==> src/rtl/sub_word_sched.sv <==
// sub_word_sched: shares one external AES S-box core across the four bytes of a
// 32-bit word (SubWord / column-serial SubBytes), one byte per cycle.
// Optional feature macro: SUB_WORD_ROT_EN adds a 'rot' input that applies
// RotWord ahead of SubWord.
// SBOX_LAT is the core latency in cycles (0..3, 0 = combinational core).
module sub_word_sched #(
    parameter int SBOX_LAT = 1
) (
    input  logic        clk,
    input  logic        rst,
    input  logic        in_valid,
    output logic        in_ready,
    input  logic [31:0] in_word,
`ifdef SUB_WORD_ROT_EN
    input  logic        rot,
`endif
    output logic        out_valid,
    input  logic        out_ready,
    output logic [31:0] out_word,
    output logic [7:0]  sbox_in,
    input  logic [7:0]  sbox_out,
    output logic        busy
);

    localparam logic [1:0] DRAIN_INIT = 2'((SBOX_LAT > 0) ? SBOX_LAT - 1 : 0);

    typedef enum logic [1:0] {
        S_IDLE,
        S_ISSUE,
        S_DRAIN,
        S_DONE
    } state_t;

    state_t      state_q, state_d;
    logic        in_ready_q, in_ready_d;
    logic [31:0] hold_q, hold_d;
    logic [1:0]  cnt_q, cnt_d;
    logic [1:0]  drain_q, drain_d;
    logic [31:0] out_word_q, out_word_d;

    logic        accept;
    logic        issuing;
    logic        rot_sel;
    logic [1:0]  dst_lane;
    logic [1:0]  src_lane;
    logic        cap_valid;
    logic [1:0]  cap_lane;

    assign accept   = in_valid && in_ready_q;
    assign issuing  = (state_q == S_ISSUE);

    // Destination lane walks 3..0; with rotation the source lane is one lane lower.
    always_comb begin
        dst_lane = 2'd3 - cnt_q;
        src_lane = rot_sel ? (dst_lane - 2'd1) : dst_lane;
        sbox_in  = issuing ? hold_q[{src_lane, 3'b000} +: 8] : 8'h00;
    end

`ifdef SUB_WORD_ROT_EN
    logic rot_q, rot_d;

    // Rotation request is sampled together with the word.
    always_comb begin
        rot_d = accept ? rot : rot_q;
    end

    // Rotation flag register.
    always_ff @(posedge clk or posedge rst) begin
        if (rst) begin
            rot_q <= 1'b0;
        end else begin
            rot_q <= rot_d;
        end
    end

    assign rot_sel = rot_q;
`else
    assign rot_sel = 1'b0;
`endif

    generate
        if (SBOX_LAT == 0) begin : g_no_pipe
            assign cap_valid = issuing;
            assign cap_lane  = dst_lane;
        end else begin : g_tag_pipe
            logic [SBOX_LAT-1:0]      tag_valid_q, tag_valid_d;
            logic [SBOX_LAT-1:0][1:0] tag_lane_q, tag_lane_d;

            // Lane tags travel beside the bytes in flight inside the core.
            always_comb begin
                tag_valid_d    = '0;
                tag_lane_d     = '0;
                tag_valid_d[0] = issuing;
                tag_lane_d[0]  = dst_lane;
                for (int i = 1; i < SBOX_LAT; i++) begin
                    tag_valid_d[i] = tag_valid_q[i-1];
                    tag_lane_d[i]  = tag_lane_q[i-1];
                end
            end

            // Tag pipe register; clearing it on reset discards late core results.
            always_ff @(posedge clk or posedge rst) begin
                if (rst) begin
                    tag_valid_q <= '0;
                    tag_lane_q  <= '0;
                end else begin
                    tag_valid_q <= tag_valid_d;
                    tag_lane_q  <= tag_lane_d;
                end
            end

            assign cap_valid = tag_valid_q[SBOX_LAT-1];
            assign cap_lane  = tag_lane_q[SBOX_LAT-1];
        end
    endgenerate

    // Next-state, issue counting, drain timing and result lane capture.
    always_comb begin
        state_d    = state_q;
        hold_d     = hold_q;
        cnt_d      = cnt_q;
        drain_d    = drain_q;
        out_word_d = out_word_q;

        case (state_q)
            S_IDLE: begin
                if (accept) begin
                    state_d = S_ISSUE;
                    hold_d  = in_word;
                    cnt_d   = 2'd0;
                end
            end
            S_ISSUE: begin
                cnt_d = cnt_q + 2'd1;
                if (cnt_q == 2'd3) begin
                    if (SBOX_LAT > 0) begin
                        state_d = S_DRAIN;
                        drain_d = DRAIN_INIT;
                    end else begin
                        state_d = S_DONE;
                    end
                end
            end
            S_DRAIN: begin
                if (drain_q == 2'd0) begin
                    state_d = S_DONE;
                end else begin
                    drain_d = drain_q - 2'd1;
                end
            end
            S_DONE: begin
                if (out_ready) begin
                    state_d = S_IDLE;
                end
            end
            default: begin
                state_d = S_IDLE;
            end
        endcase

        if (cap_valid) begin
            out_word_d[{cap_lane, 3'b000} +: 8] = sbox_out;
        end

        in_ready_d = (state_d == S_IDLE);
    end

    // Main state and datapath registers.
    always_ff @(posedge clk or posedge rst) begin
        if (rst) begin
            state_q    <= S_IDLE;
            in_ready_q <= 1'b0;
            hold_q     <= 32'h0;
            cnt_q      <= 2'd0;
            drain_q    <= 2'd0;
            out_word_q <= 32'h0;
        end else begin
            state_q    <= state_d;
            in_ready_q <= in_ready_d;
            hold_q     <= hold_d;
            cnt_q      <= cnt_d;
            drain_q    <= drain_d;
            out_word_q <= out_word_d;
        end
    end

    assign in_ready  = in_ready_q;
    assign out_valid = (state_q == S_DONE);
    assign out_word  = out_word_q;
    assign busy      = (state_q != S_IDLE);

endmodule

==> config.mk <==
export PLATFORM = sky130hd
export DESIGN_NAME = sub_word_sched
export DESIGN_NICKNAME = d
export VERILOG_FILES = /design/src/rtl/sub_word_sched.sv
export SDC_FILE = /design/constraint.sdc
export NUM_CORES = 1
export LEC_CHECK = 0
export ABC_AREA = 1
export BUFFER_PORTS_ARGS = -buffer_cell sky130_fd_sc_hd__buf_4
export CAP_MARGIN = 30
export CORE_ASPECT_RATIO = 1.75
export CORE_UTILIZATION = 59
export CTS_BUF_LIST = sky130_fd_sc_hd__clkbuf_8
export DETAILED_ROUTE_END_ITERATION = 8
export HOLD_SLACK_MARGIN = 0.02
export PLACE_DENSITY = 0.95
export SLEW_MARGIN = 20
export SYNTH_ARGS = -nofsm -noshare
export SYNTH_HDL_FRONTEND = slang
export SYNTH_SLANG_ARGS = --single-unit
==> constraint.sdc <==
create_clock -name clk -period 4.6 [get_ports clk]
set_input_delay 0.23 -clock clk [delete_from_list [all_inputs] [get_ports clk]]
set_output_delay 0.23 -clock clk [all_outputs]
set_load 0.02 [all_outputs]
### Yosys cells after proc, flatten, opt, wreduce, memory -nomap -nowiden

Index checks and enable logic that the tools add are counted.

| storage, ports and cells | value |
|---|---|
| register bits | 74 |
| input bits | 44 |
| logic and storage cells | 44 |

| cells by class | value |
|---|---|
| $add $sub $neg | 4 |
| equal/unequal tests | 7 |
| shift operators | 3 |
| muxes and demuxes | 12 |
| reduce and logical (&&, ||, !) cells | 10 |

Operators by type and width:

| cell | count |
|---|---|
| $bwmux W32 | 1 |
| $shift A8 B7 Y32 const A | 1 |
| $shiftx A32 B6 Y8 | 1 |
| $shiftx A8 B7 Y32 | 1 |
| $mux W2 | 7 |
| $mux W8 | 1 |
| $pmux W2 S2 | 2 |
| $pmux W2 S4 | 1 |
| $neg A5 Y7 | 1 |
| $eq A2 B2 Y1 const B | 3 |
| $logic_not A2 Y1 | 3 |
| $reduce_bool A2 Y1 | 3 |
| $ne A2 B2 Y1 const B | 2 |
| $reduce_and A2 Y1 | 2 |
| $reduce_and A3 Y1 | 1 |
| $add A2 B1 Y2 const B | 1 |
| $eq A2 B1 Y1 const B | 1 |
| $ne A2 B1 Y1 const B | 1 |
| $sub A2 B1 Y2 const B | 1 |
| $sub A2 B2 Y2 const A | 1 |
| $logic_and A1 B1 Y1 | 1 |

### Longest topological paths before layout

| depth | value |
|---|---|
| depth after elaboration | 4 |
| depth in mapped cells | 8 |
| gate-level depth less buffers | 8 |

### Worst setup path after synthesis

Ideal clock, no wire load.

| path | value |
|---|---|
| path type | register to output |
| from | register cnt_q[0] |
| to | output sbox_in[2] |
| arrival time | 1248 ps |
| data required time | 4370 ps |
| setup slack | 3122 ps |
| cell stages (with the launch flop) | 6 |
| buffers on the path | 2 |
| cells stage by stage | dfrtp_1 buf_2 buf_2 a21oi_1 o21ai_0 a21oi_1 |

| on the way | value |
|---|---|
| longest elaborated chain between the ends | 3 |

RTL lines:

| what | RTL line | text |
|---|---|---|
| start: declaration | 37 | `logic [1:0] cnt_q, cnt_d;` |
| start signal: assignment | 181 | `cnt_q <= cnt_d;` |
| $sub A2 B2 Y2 | 54 | `dst_lane = 2'd3 - cnt_q;` |
| $shiftx A32 B6 Y8 | 56 | `sbox_in = issuing ? hold_q[{src_lane, 3'b000} +: 8] : 8'h00;` |
| $mux W8 | 56 |  |
| end: declaration | 20 | `output logic [7:0] sbox_in,` |

No other way between the ends.

### Final worst setup path

| path | value |
|---|---|
| from | register cnt_q[0] |
| to | output sbox_in[1] |

| on the way | value |
|---|---|
| longest elaborated chain between the ends | 3 |

RTL lines:

| what | RTL line | text |
|---|---|---|
| $sub A2 B2 Y2 | 54 |  |
| via dst_lane[0] | 44 | `logic [1:0] dst_lane;` |
| $shiftx A32 B6 Y8 | 56 |  |
| $mux W8 | 56 |  |

The timed path passes the listed nets, and every way through them passes these cells.

==> flow_summary.yaml <==
power_and_ir_drop:
  p_leak_nw: 2.24
  ir_drop_v: 0.000485
  powerDensity_mw_per_mm2: 671
  total_power_w: 0.00288
critical_path:
  slowest_delay_ps: 860
  cp.required_ps: 4370
  cpMaxStageDelayCell: "dfrtp_1"
  path_class: "flip-flop to output port"
  crit_path_end_kind: "output port"
  crit_path_start_kind: "flip-flop"
  critPathMaxFanout: 29
  crit_chain: "inv_1, o21ai_0, a21oi_1, buf_4"
  worst_ep_arrival_time_ps: 2100
timing:
  slew_headroom: 0.469
  hold_violations: 0
  whs_ps: 108
  period_share: 0.506
  fin_setup_tns_ps: 0
  max_freq_ghz: 0.430
  drv_slew: 0
  clock_skew_ps: 8.89
  rsz0062_at_grt: "false"
  worst_pin_slew_ps: 797
  setup_violations: 0
  min_period_ps: 2330
clock_tree:
  htreeDepth: 3
  ctsResizeCount: 0
  cts-root-buf: "clkbuf_8"
  cts_buffer_depth: 2
  clk_latency_ps: 350
  cts_made_buffers: 9
  cts_tree: "built"
  cts_sinks: 74
  path_clk_slew_ps: 80
synthesis:
  synthTopCellsByArea: "dfrtp_1 55%, o21ai_0 7.5%, mux2_4 7.2%"
  synth_common_cells: "74 x dfrtp_1, 59 x nand2_1, 50 x o21ai_0, 34 x inv_1, 29 x a21oi_1"
  yosysTopAreaCell: "dfrtp_1"
  postSynthAreaPerCell_um2: 9.84
  synth-main-ff-cell: "dfrtp_1"
  ys_types: 20
  synth.net_count: 395
  yosysTopAreaCellShare: 0.553
  seq_area_frac_synth: 0.553
  yosys_warnings: 0
  ys_ff_latch: 74
  synth.most_common_cell: "dfrtp_1"
  syn_area_mm2: 0.00335
  async_flop_share: 1.00
  synth_enable_flop_cells: 0
  synth_cells: 340
route:
  viasPerCell: 5.39
  firstDrtPassIters: 4
  final_antenna_net_count: 0
  drt_iter0_markers: 155
  drc: 0
  totalWireLength_mm: 7.71
  post_drt_wl_per_cell_um: 15.2
  vias: 2737
floorplanning:
  start_util: 0.626
  core_area_mm2: 0.00534
  rows: 35
  die_x_um: 58.9
  die_area_mm2: 0.00599
  die_y_um: 102
  num_io_pins: 87
layout:
  final_util: 0.803
  syn2layout_area_growth_pct: 28.1
  fill_cells: 337
  antenna_cells: 0
  nets: 484
  drive_above_1_share: 0.300
global_routing:
  grt_overflow: 0
  grt_pass1_wl_mm: 12.5
  grt_start_max_net_pins: 75
  grt_usage: 0.288
  grt_pass1_vias: 2739
  antenna_found_initial: 0
run:
  maxCapViolations: 0
placed_design:
  place.gp.congestion: 0.878
  hpwl_mm: 5.55
  port_buffers: 86
min_path:
  hold_path.class: "input pin to flip-flop"
status:
  status: "finished, final reports clean"
path summary, 6_finish.rpt:
kind / cells past startpoint / end / from / slack [ps]
max reg2reg: 6 / cnt_q[1] / state_q[0] / 2560
max: 4 / sbox_in[1] / cnt_q[0] / 2270
min: 2 / hold_q[14] / in_word[14] / 110
max in group asynchronous: 5 / out_word[0] / rst / 3640
min reg2reg: 2 / out_word[21] / out_word[21] / 490
min in group asynchronous: 4 / out_word[29] / rst / 420
area by class of cell:
cell class	instances	area, µm²	area share
clock buffers	10	138	0.0321
clock inverters	6	90.1	0.0210
inverters	36	135	0.0315
multi-input cells	219	1290	0.301
flip-flops and latches	74	1850	0.432
well taps	74	92.6	0.0216
repair buffers	89	691	0.161
cell families after synthesis:
| group | share of synthesized area |
|---|---|
| buffers and inverters | 0.0613 |
| DFF | 0.553 |
| muxes | 0.0886 |
| and+or+nand+nor | 0.131 |
| adders and majority gates | 0.0411 |
| AOI/OAI and AO/OA | 0.125 |
sequential cells by signal, summed over array words and instances, names as in the netlist:
register,cells
in_ready,1
cap_lane,2
drain_q,2
hold_q,32
cap_valid,1
cnt_q,2
out_word,32
state_q,2
what timing repair did:
action,4_1_cts,5_1_grt
hold buffers,0,1
setup buffers,0,0
hold endpoints to repair,0,11
per-stage QoR:
step                      instance area (µm²)  worst slack (ps)  std cells
after floorplan                          3350              2490        340
after global placement                   4020              2650        490
after detailed placement                 4020              2630        490
after CTS                                4250              2260        506
after global routing                     4290              2120        508
final                                    4290              2270        508
cells in the final DEF, fill, tap and decap left out, drive strengths merged:
master,instances
mux2,21
clkinvlp,1
buf,88
a21oi,29
nand2,60
or2,1
bufinv,2
clkinv,4
nand4,1
dlygate4sd3,1
dfrtp,74
nor2,24
clkbuf,10
inv,35
ha,11
o211ai,3
nand3,19
o21ai,50
metal layers:
metal | GRT usage | wire length (µm) | up-vias
li1 | - | - | 1296
met1 | 0.315 | 2790 | 1286
met2 | 0.480 | 4160 | 125
met3 | 0.0562 | 399 | 30
met4 | 0.218 | 365 | 0
met5 | 0 | 0 | -
power by group:
part / switching [W] / internal [W] / leakage, nW / total, W
sequential: 0.000198 / 0.000931 / 0.836 / 0.00113
combinational: 0.000654 / 0.000528 / 1.29 / 0.00118
clock: 0.000245 / 0.000321 / 0.112 / 0.000566
total: 0.00110 / 0.00178 / 2.24 / 0.00288
worst max-delay path: cells and delay by family (launching register included):
family	cells	cell delay [ps]
flops	1	860
buf+inv	2	460
compound gates	2	430
No activity file was read; power rests on OpenSTA's default activity.
